==> src/rtl/riscv_feed_pkg.sv <==
// Shared types and constants for the RISC-V instruction feeder.
package riscv_feed_pkg;

   typedef enum logic [1:0] {
      IDLE    = 2'd0,
      RUN     = 2'd1,
      TRAPPED = 2'd2
   } feed_state_t;

   // addi x0,x0,0
   localparam logic [31:0] DEFAULT_NOP = 32'h0000_0013;

endpackage

==> src/rtl/riscv_feed_fifo.sv <==
// Synchronous FIFO for instruction words; the head is readable without a pop
// so the feeder can capture it on the same edge that removes it.
module riscv_feed_fifo #(
   parameter int DEPTH = 8,
   parameter int WIDTH = 32
) (
   input  logic                     clk,
   input  logic                     reset,
   input  logic                     push,
   input  logic                     pop,
   input  logic                     flush,
   input  logic [WIDTH-1:0]         data_in,
   output logic [WIDTH-1:0]         data_out,
   output logic                     full,
   output logic                     empty,
   output logic [$clog2(DEPTH):0]   level
);

   localparam int AW = $clog2(DEPTH);

   logic [WIDTH-1:0] mem [DEPTH];
   logic [AW:0]      wr_ptr_reg;
   logic [AW:0]      rd_ptr_reg;
   logic             do_push;
   logic             do_pop;

   // Extra pointer MSB separates full from empty when the indices match.
   assign empty    = (wr_ptr_reg == rd_ptr_reg);
   assign full     = (wr_ptr_reg[AW] != rd_ptr_reg[AW]) &&
                     (wr_ptr_reg[AW-1:0] == rd_ptr_reg[AW-1:0]);
   assign level    = wr_ptr_reg - rd_ptr_reg;
   assign data_out = mem[rd_ptr_reg[AW-1:0]];

   assign do_push = push && !full && !flush;
   assign do_pop  = pop && !empty && !flush;

   always_ff @(posedge clk) begin
      if (do_push) begin
         mem[wr_ptr_reg[AW-1:0]] <= data_in;
      end
   end

   always_ff @(posedge clk or negedge reset) begin
      if (!reset) begin
         wr_ptr_reg <= '0;
         rd_ptr_reg <= '0;
      end else if (flush) begin
         wr_ptr_reg <= '0;
         rd_ptr_reg <= '0;
      end else begin
         if (do_push) wr_ptr_reg <= wr_ptr_reg + 1'b1;
         if (do_pop)  rd_ptr_reg <= rd_ptr_reg + 1'b1;
      end
   end

endmodule

==> src/rtl/riscv_instr_feeder.sv <==
// Buffered, trap-aware instruction feeder: issues one queued word per program
// counter advance, fills underruns, and flushes on core traps.
module riscv_instr_feeder
   import riscv_feed_pkg::*;
#(
   parameter int                   PC_W    = 32,
   parameter int                   INSTR_W = 32,
   parameter int                   DEPTH   = 8,
   parameter logic [INSTR_W-1:0]   NOP     = INSTR_W'(DEFAULT_NOP),
   parameter int                   CNT_W   = 16
) (
   input  logic                     clk,
   input  logic                     reset,
   input  logic                     in_valid,
   output logic                     in_ready,
   input  logic [INSTR_W-1:0]       in_instr,
   input  logic [PC_W-1:0]          pc,
   input  logic                     trap,
   input  logic                     fill_nop,
   input  logic                     trap_clear,
   output logic [INSTR_W-1:0]       instr,
   output logic                     instr_valid,
   output logic                     trapped,
   output logic [PC_W-1:0]          trap_pc,
   output logic [CNT_W-1:0]         trap_count,
   output logic [CNT_W-1:0]         issued_count,
   output logic [CNT_W-1:0]         underrun_count,
   output logic [$clog2(DEPTH):0]   level
);

   feed_state_t        state_reg;
   logic [PC_W-1:0]    pc_last_reg;
   logic [INSTR_W-1:0] instr_reg;
   logic               instr_valid_reg;
   logic [PC_W-1:0]    trap_pc_reg;
   logic [CNT_W-1:0]   trap_count_reg;
   logic [CNT_W-1:0]   issued_count_reg;
   logic [CNT_W-1:0]   underrun_count_reg;

   logic               fifo_full;
   logic               fifo_empty;
   logic [INSTR_W-1:0] fifo_head;
   logic               advance;
   logic               trap_take;
   logic               push;
   logic               pop;

   function automatic logic [CNT_W-1:0] sat_inc(input logic [CNT_W-1:0] v);
      return (v == '1) ? v : v + CNT_W'(1);
   endfunction

   assign advance   = (state_reg == RUN) && (pc != pc_last_reg);
   assign trap_take = (state_reg != TRAPPED) && trap;
   assign in_ready  = reset && (state_reg != TRAPPED) && !fifo_full && !trap;
   assign push      = in_valid && in_ready;
   assign pop       = !trap_take && !fifo_empty &&
                      ((state_reg == IDLE) || advance);

   riscv_feed_fifo #(
      .DEPTH (DEPTH),
      .WIDTH (INSTR_W)
   ) u_fifo (
      .clk      (clk),
      .reset    (reset),
      .push     (push),
      .pop      (pop),
      .flush    (trap_take),
      .data_in  (in_instr),
      .data_out (fifo_head),
      .full     (fifo_full),
      .empty    (fifo_empty),
      .level    (level)
   );

   always_ff @(posedge clk or negedge reset) begin
      if (!reset) begin
         state_reg          <= IDLE;
         pc_last_reg        <= '0;
         instr_reg          <= NOP;
         instr_valid_reg    <= 1'b0;
         trap_pc_reg        <= '0;
         trap_count_reg     <= '0;
         issued_count_reg   <= '0;
         underrun_count_reg <= '0;
      end else begin
         // Tracked in every state so entering RUN never sees a stale advance.
         pc_last_reg <= pc;
         case (state_reg)
            IDLE, RUN: begin
               if (trap) begin
                  state_reg       <= TRAPPED;
                  trap_pc_reg     <= pc;
                  trap_count_reg  <= sat_inc(trap_count_reg);
                  instr_reg       <= NOP;
                  instr_valid_reg <= 1'b0;
               end else if (state_reg == IDLE) begin
                  if (!fifo_empty) begin
                     state_reg        <= RUN;
                     instr_reg        <= fifo_head;
                     instr_valid_reg  <= 1'b1;
                     issued_count_reg <= sat_inc(issued_count_reg);
                  end
               end else if (advance) begin
                  if (!fifo_empty) begin
                     instr_reg        <= fifo_head;
                     instr_valid_reg  <= 1'b1;
                     issued_count_reg <= sat_inc(issued_count_reg);
                  end else begin
                     underrun_count_reg <= sat_inc(underrun_count_reg);
                     if (fill_nop) begin
                        instr_reg       <= NOP;
                        instr_valid_reg <= 1'b1;
                     end else begin
                        instr_valid_reg <= 1'b0;
                     end
                  end
               end
            end
            TRAPPED: begin
               if (trap_clear && !trap) state_reg <= IDLE;
            end
            default: state_reg <= IDLE;
         endcase
      end
   end

   assign instr          = instr_reg;
   assign instr_valid    = instr_valid_reg;
   assign trapped        = (state_reg == TRAPPED);
   assign trap_pc        = trap_pc_reg;
   assign trap_count     = trap_count_reg;
   assign issued_count   = issued_count_reg;
   assign underrun_count = underrun_count_reg;

endmodule

==> config.mk <==
export PLATFORM = sky130hd
export DESIGN_NAME = riscv_instr_feeder
export DESIGN_NICKNAME = d
export VERILOG_FILES = /design/src/rtl/riscv_feed_pkg.sv /design/src/rtl/riscv_feed_fifo.sv /design/src/rtl/riscv_instr_feeder.sv
export SDC_FILE = /design/constraint.sdc
export NUM_CORES = 1
export LEC_CHECK = 0
export BUFFER_PORTS_ARGS = -buffer_cell sky130_fd_sc_hd__buf_2
export CAP_MARGIN = 40
export CORE_MARGIN = 2
export CORE_UTILIZATION = 55
export CTS_BUF_LIST = sky130_fd_sc_hd__clkbuf_16
export DETAILED_ROUTE_END_ITERATION = 10
export MAX_ROUTING_LAYER = met4
export PLACE_DENSITY = 0.76
export REMOVE_ABC_BUFFERS = 1
export SLEW_MARGIN = 20
export SYNTH_ARGS = -nofsm -noshare
export SYNTH_HDL_FRONTEND = slang
export SYNTH_SLANG_ARGS = --single-unit
==> constraint.sdc <==
create_clock -name clk -period 11.5 [get_ports clk]
set_clock_uncertainty 0.05 [all_clocks]
set_input_delay 1.15 -clock clk [delete_from_list [all_inputs] [get_ports clk]]
set_output_delay 1.15 -clock clk [all_outputs]
set_load 0.02 [all_outputs]
Yosys cells after proc, flatten, opt, wreduce, memory -nomap -nowiden
Memory sizes are Yosys's and may differ from the RTL's.
Cells that the tools add are included.

storage, ports and cells
  register bits = 155
  memories = 1
  bits in writable memories = 256
  output and inout bits = 119

memory list
  memory      depth  bits a word  rd ports  clocked after memory_dff  wr ports  RTL line               source
  u_fifo.mem  8      32           1         0                         1         riscv_feed_fifo.sv:21  logic [WIDTH-1:0] mem [DEPTH];

cells by class
  bitwise operators = 4
  mux-type cells = 27
  reduce and logical (&&, ||, !) cells = 32
  $add $sub $neg = 6
  eq/ne operators = 15

operators with widths
  cell                   count
  $mux 32                6
  $mux 16                4
  $add 16x1->16 const B  3
  $eq 16x16->1 const B   3
  $ne 32x32->1           1
  $mux 4                 4
  $logic_and 1x1->1      14
  $reduce_and 3->1       4
  $ne 3x3->1 const B     3
  $add 4x1->4 const B    2
  $mux 1                 8
  $mux 2                 4
  $reduce_and 6->1       1
  $reduce_bool 2->1      3
  $eq 4x4->1             1
  $logic_not 1->1        4
  $ne 4x4->1 const B     1
  $not 1->1              4
  $pmux 2 s2             1
  $reduce_and 4->1       1
  $sub 4x4->4            1
  $eq 3x3->1             1
  $reduce_bool 3->1      1
  $eq 2x1->1 const B     1
  other kinds (8)        8

Logic depth before layout (Yosys ltp)
  word-level depth = 10
  depth in mapped cells = 10

Cells and area by module
Synthesis repeated with hierarchy kept, for this count alone.

unflattened totals
  cells, all modules = 953
  area, all modules = 16193.0 um2

modules (own cells, without submodules)
  module              instances  seq. area each (um2)  cells an instance  area an instance (um2)
  riscv_feed_fifo     1          7887.6                506                10234.8
  riscv_instr_feeder  1          3682.3                447                5958.2

Worst setup path before layout
No wires, ideal clock.

  path kind = reg2reg
  from = register u_fifo.rd_ptr_reg[1]
  to = memory u_fifo.mem[1][0] (enable)
  path slack = 5.900 ns
  data arrival time = 5.049 ns
  cell stages (with the launch flop) = 9
  clock period less this slack = 5.600 ns
  path through = dfrtp_1 -> buf_1 -> clkbuf_1 -> inv_1 -> ha_1 -> nand3_1 -> o211a_1 -> nand2_1 -> nor4_1

on the way
  longest elaborated chain between the ends = 10

ends and longest elaborated chain
  what                             RTL line                  source
  start, declared                  riscv_feed_fifo.sv:23     logic [AW:0] rd_ptr_reg;
  start signal, assigned           riscv_feed_fifo.sv:52     if (do_pop) rd_ptr_reg <= rd_ptr_reg + 1'b1;
  $eq 3x3->1                       riscv_feed_fifo.sv:30     (wr_ptr_reg[AW-1:0] == rd_ptr_reg[AW-1:0]);
  $logic_and 1x1->1                riscv_feed_fifo.sv:29     assign full = (wr_ptr_reg[AW] != rd_ptr_reg[AW]) &&
  $logic_not 1->1                  riscv_instr_feeder.sv:54  assign in_ready = reset && (state_reg != TRAPPED) && !fifo_full && !trap;
  $logic_and 1x1->1 (2 in series)  riscv_instr_feeder.sv:54
  named net in_ready               riscv_instr_feeder.sv:15  output logic in_ready,
  $logic_and 1x1->1                riscv_instr_feeder.sv:55  assign push = in_valid && in_ready;
  $logic_and 1x1->1 (2 in series)  riscv_feed_fifo.sv:34     assign do_push = push && !full && !flush;
  $mux 1                           riscv_feed_fifo.sv:38     if (do_push) begin
  $mux 1 (implied by the code)     riscv_feed_fifo.sv:39     mem[wr_ptr_reg[AW-1:0]] <= data_in;
  end, declared                    riscv_feed_fifo.sv:21

The timed path passes the listed nets, and every way through them passes these cells.

Worst setup path after layout
  from = register u_fifo.rd_ptr_reg[1]
  to = output level[3]

on the way
  longest elaborated chain between the ends = 1

ends and longest elaborated chain
  what           RTL line                  source
  $sub 4x4->4    riscv_feed_fifo.sv:31     assign level = wr_ptr_reg - rd_ptr_reg;
  end, declared  riscv_instr_feeder.sv:28  output logic [$clog2(DEPTH):0] level

No other way between the ends.

==> impl_metrics.yaml <==
cells_and_area:
  post-route-cell-area_um2: 19200
  most_frequent_standard_cell_in_the_layout_excluding_fill_and_tap_cells: "edfxtp_1"
  most_used_cells_in_the_layout_excluding_fill_and_tap_cells: "edfxtp_1, buf_2, nand2_1"
  syn2layout_area_growth_pct: 18.5
  largest_register_ff_count: 256
  num-fill-cells: 1991
  nNetsFinal: 1297
  final_layout_size_suffix_gt1_frac: 0.293
placement:
  place_hpwl_mm: 20.4
  count_of_input_and_output_buffers: 188
  place.gp.congestion: 0.799
  post-place-ws_ns: 7.32
  area_after_dpl_um2: 17700
clock_network:
  tritoncts_buffers: 42
  post_cts.resized_instances: 0
  clock_tree_from_tritoncts: "yes"
  cts.hold.buffers_added: 0
  post_cts.repair.setup_buffers: 0
  maximum_count_of_clock_buffers_along_a_single_path: 3
  cts.clk_slew.worst_paths_ns: 0.06
  cts_root_buffer: "clkbuf_16"
  htreeDepth: 2
  clock_sinks: 411
  insertion_delay_ns: 0.53
power:
  pd_cells_nw_per_um2: 217
  power_mw: 4.15
  ir_worst_vdd_mv: 0.147
  leakage_dissipation_nw: 7.68
route:
  drt_drc_violations_left: 0
  wl_per_cell_um: 20.8
  drtPass1Iterations: 5
  drt-initial-drc-count: 741
  vias: 9340
  routed_via_density: 5.69
  detail-route-antenna-nets: 0
  finalWirelength_mm: 34.2
die:
  start_util: 0.561
  die_w_um: 176
  number_of_standard_cell_rows_in_the_floorplan: 62
  core_area_um2: 28900
  die-height_um: 176
  die_area_um2: 30800
  ios: 189
setup_path:
  r2r.worst_path.cells: 8
  required_ns: 10.30
  rr_endpoint: "u_fifo.mem[0][2]"
  crit_fanout: 46
  crit_path_start_kind: "flip-flop"
  arrival_time_worst_endpoint_ns: 2.76
  critical_path_class: "flip-flop to primary output"
  r2r-start: "u_fifo.rd_ptr_reg[2]"
  timing.reg2reg.setup_slack_ns: 7.79
  crit_path_end_kind: "primary output"
sta:
  hold_violations: 0
  timing.final.setup_violations: 0
  timing.final.max_slew_violations: 0
  max_clock_freq_mhz: 252
  timing.max_slew.rel_slack: 0.476
  final_critical_path_setup_slack_ns: 7.54
  worst_pin_slew_ns: 0.781
  finalSetupTns_ns: 0
  fin_crit_sh: 0.345
  rsz_0062_raised_after_global_routing: "false"
  final.min_clock_period_ns: 3.96
min_path:
  hold_path.class: "flip-flop to flip-flop"
  source_of_the_worst_hold_timing_path: "trap_pc[4]"
  min_path_cells: 2
  hold_end: "trap_pc[4]"
global_routing:
  vias_in_the_first_global_route: 9384
  grt.total_usage: 0.229
  global_route.overflow_total: 0
  grt_first_pass_wirelength_mm: 52.4
  maximum_number_of_pins_on_one_net_before_global_route_repair: 67
  grt_antenna_before_repair: 6
logic_synthesis:
  synth_seq_cells: 411
  synth.area.top_cells: "edfxtp_1, dfrtp_1, mux4_2"
  ys_warnings: 0
  synth_flop_cell: "edfxtp_1"
  synth.distinct_cells: 54
  syn_area_per_cell_um2: 16.1
  synth_enable_flop_cells: 256
  synth_cells: 1006
  synth_top_area_frac: 0.475
  syn_area_um2: 16200
  synthDominantAreaCellType: "edfxtp_1"
  synth_async_sr_flop_share: 0.377
  synth-seq-area-share: 0.715
job:
  drv_cap: 0
outcome:
  run_status: "finished clean"
==> through the flow <==
step | std cells | util | hold slack [ns]
detailed placement | 1555 | 0.612 | 0.407
global placement | 1552 | 0.610 | 0.402
floorplan | 962 | - | 0.459
global route | 1641 | 0.664 | 0.439
CTS | 1632 | 0.661 | 0.422
finish | 1641 | 0.664 | 0.421
==> cell families (layout without fill, tap and decap cells) <==
| logic type | Yosys count | count (layout) | synth area share |
|---|---|---|---|
| AO/OA/AOI/OAI | 49 | 49 | 0.0203 |
| XOR/XNOR | 82 | 82 | 0.0449 |
| adder cells (fa/ha/maj) | 9 | 9 | 0.00742 |
| buffers and inverters | 60 | 305 | 0.0154 |
| flip-flops | 411 | 411 | 0.715 |
| multiplexers | 98 | 98 | 0.111 |
| other | 0 | 6 | 0 |
| AND/OR/NAND/NOR | 297 | 297 | 0.0864 |
==> per-layer routing <==
layer | share of wire | GRT usage
met1 | 0.41 | 0.308
met2 | 0.49 | 0.361
met3 | 0.075 | 0.0398
met4 | 0.027 | 0.0771
met5 | 0 | -
==> worst max path at each step <==
stage / startpoint / end / slack [ns] / depth (start not counted)
after CTS: u_fifo.rd_ptr_reg[1] / level[3] / 7.56 / 8
final: u_fifo.rd_ptr_reg[1] / level[3] / 7.54 / 8
after global placement: pc[10] / instr[2] / 7.39 / 8
after floorplan: u_fifo.rd_ptr_reg[0] / u_fifo.mem[1][0] / 4.24 / 5
after detailed placement: pc[14] / instr[28] / 7.32 / 8
after global routing: u_fifo.rd_ptr_reg[1] / level[3] / 7.44 / 8
==> critical path, cell delays in order (launching register included) <==
cell,delay (ns)
dfrtp_2,0.34
buf_4,0.35
buf_16,0.30
inv_1,0.08
ha_1,0.35
a21o_1,0.17
a21oi_1,0.21
xnor2_1,0.20
buf_2,0.22
==> synthesized netlist by cell type (all sizes together) (2+ instances only) <==
master and count:
a21oi 8, and3 6, and4 2, buf 19, clkbuf 25, dfrtp 152, dfstp 3, edfxtp 256
ha 8, inv 16, mux2 3, mux2i 31, mux4 64, nand2 163, nand2b 2, nand3 20
nand3b 2, nand4 26, nor2 31, nor3 19, nor3b 3, nor4 8, nor4b 4, o2111a 2
o22ai 29, o32a 3, or3 3, or4 5, xnor2 62, xor2 20
==> report_power, final <==
part	leakage (nW)	total (mW)	internal (mW)	switching (mW)
sequential	4.28	1.82	1.70	0.120
combinational	2.68	0.936	0.388	0.548
clock	0.731	1.39	0.838	0.552
total	7.68	4.15	2.93	1.22
==> area by class of cell <==
cell class | instances | area [um^2] | area share
antenna | 6 | 15.0 | 0.000783
clock buffer | 43 | 1080 | 0.0561
clock inverter | 34 | 347 | 0.0181
inverter | 16 | 60.1 | 0.00313
multi-input combinational | 535 | 4420 | 0.230
sequential | 411 | 11600 | 0.604
tap | 384 | 480 | 0.0251
timing repair buffer | 212 | 1200 | 0.0625
(Power assumes the default switching activity.)
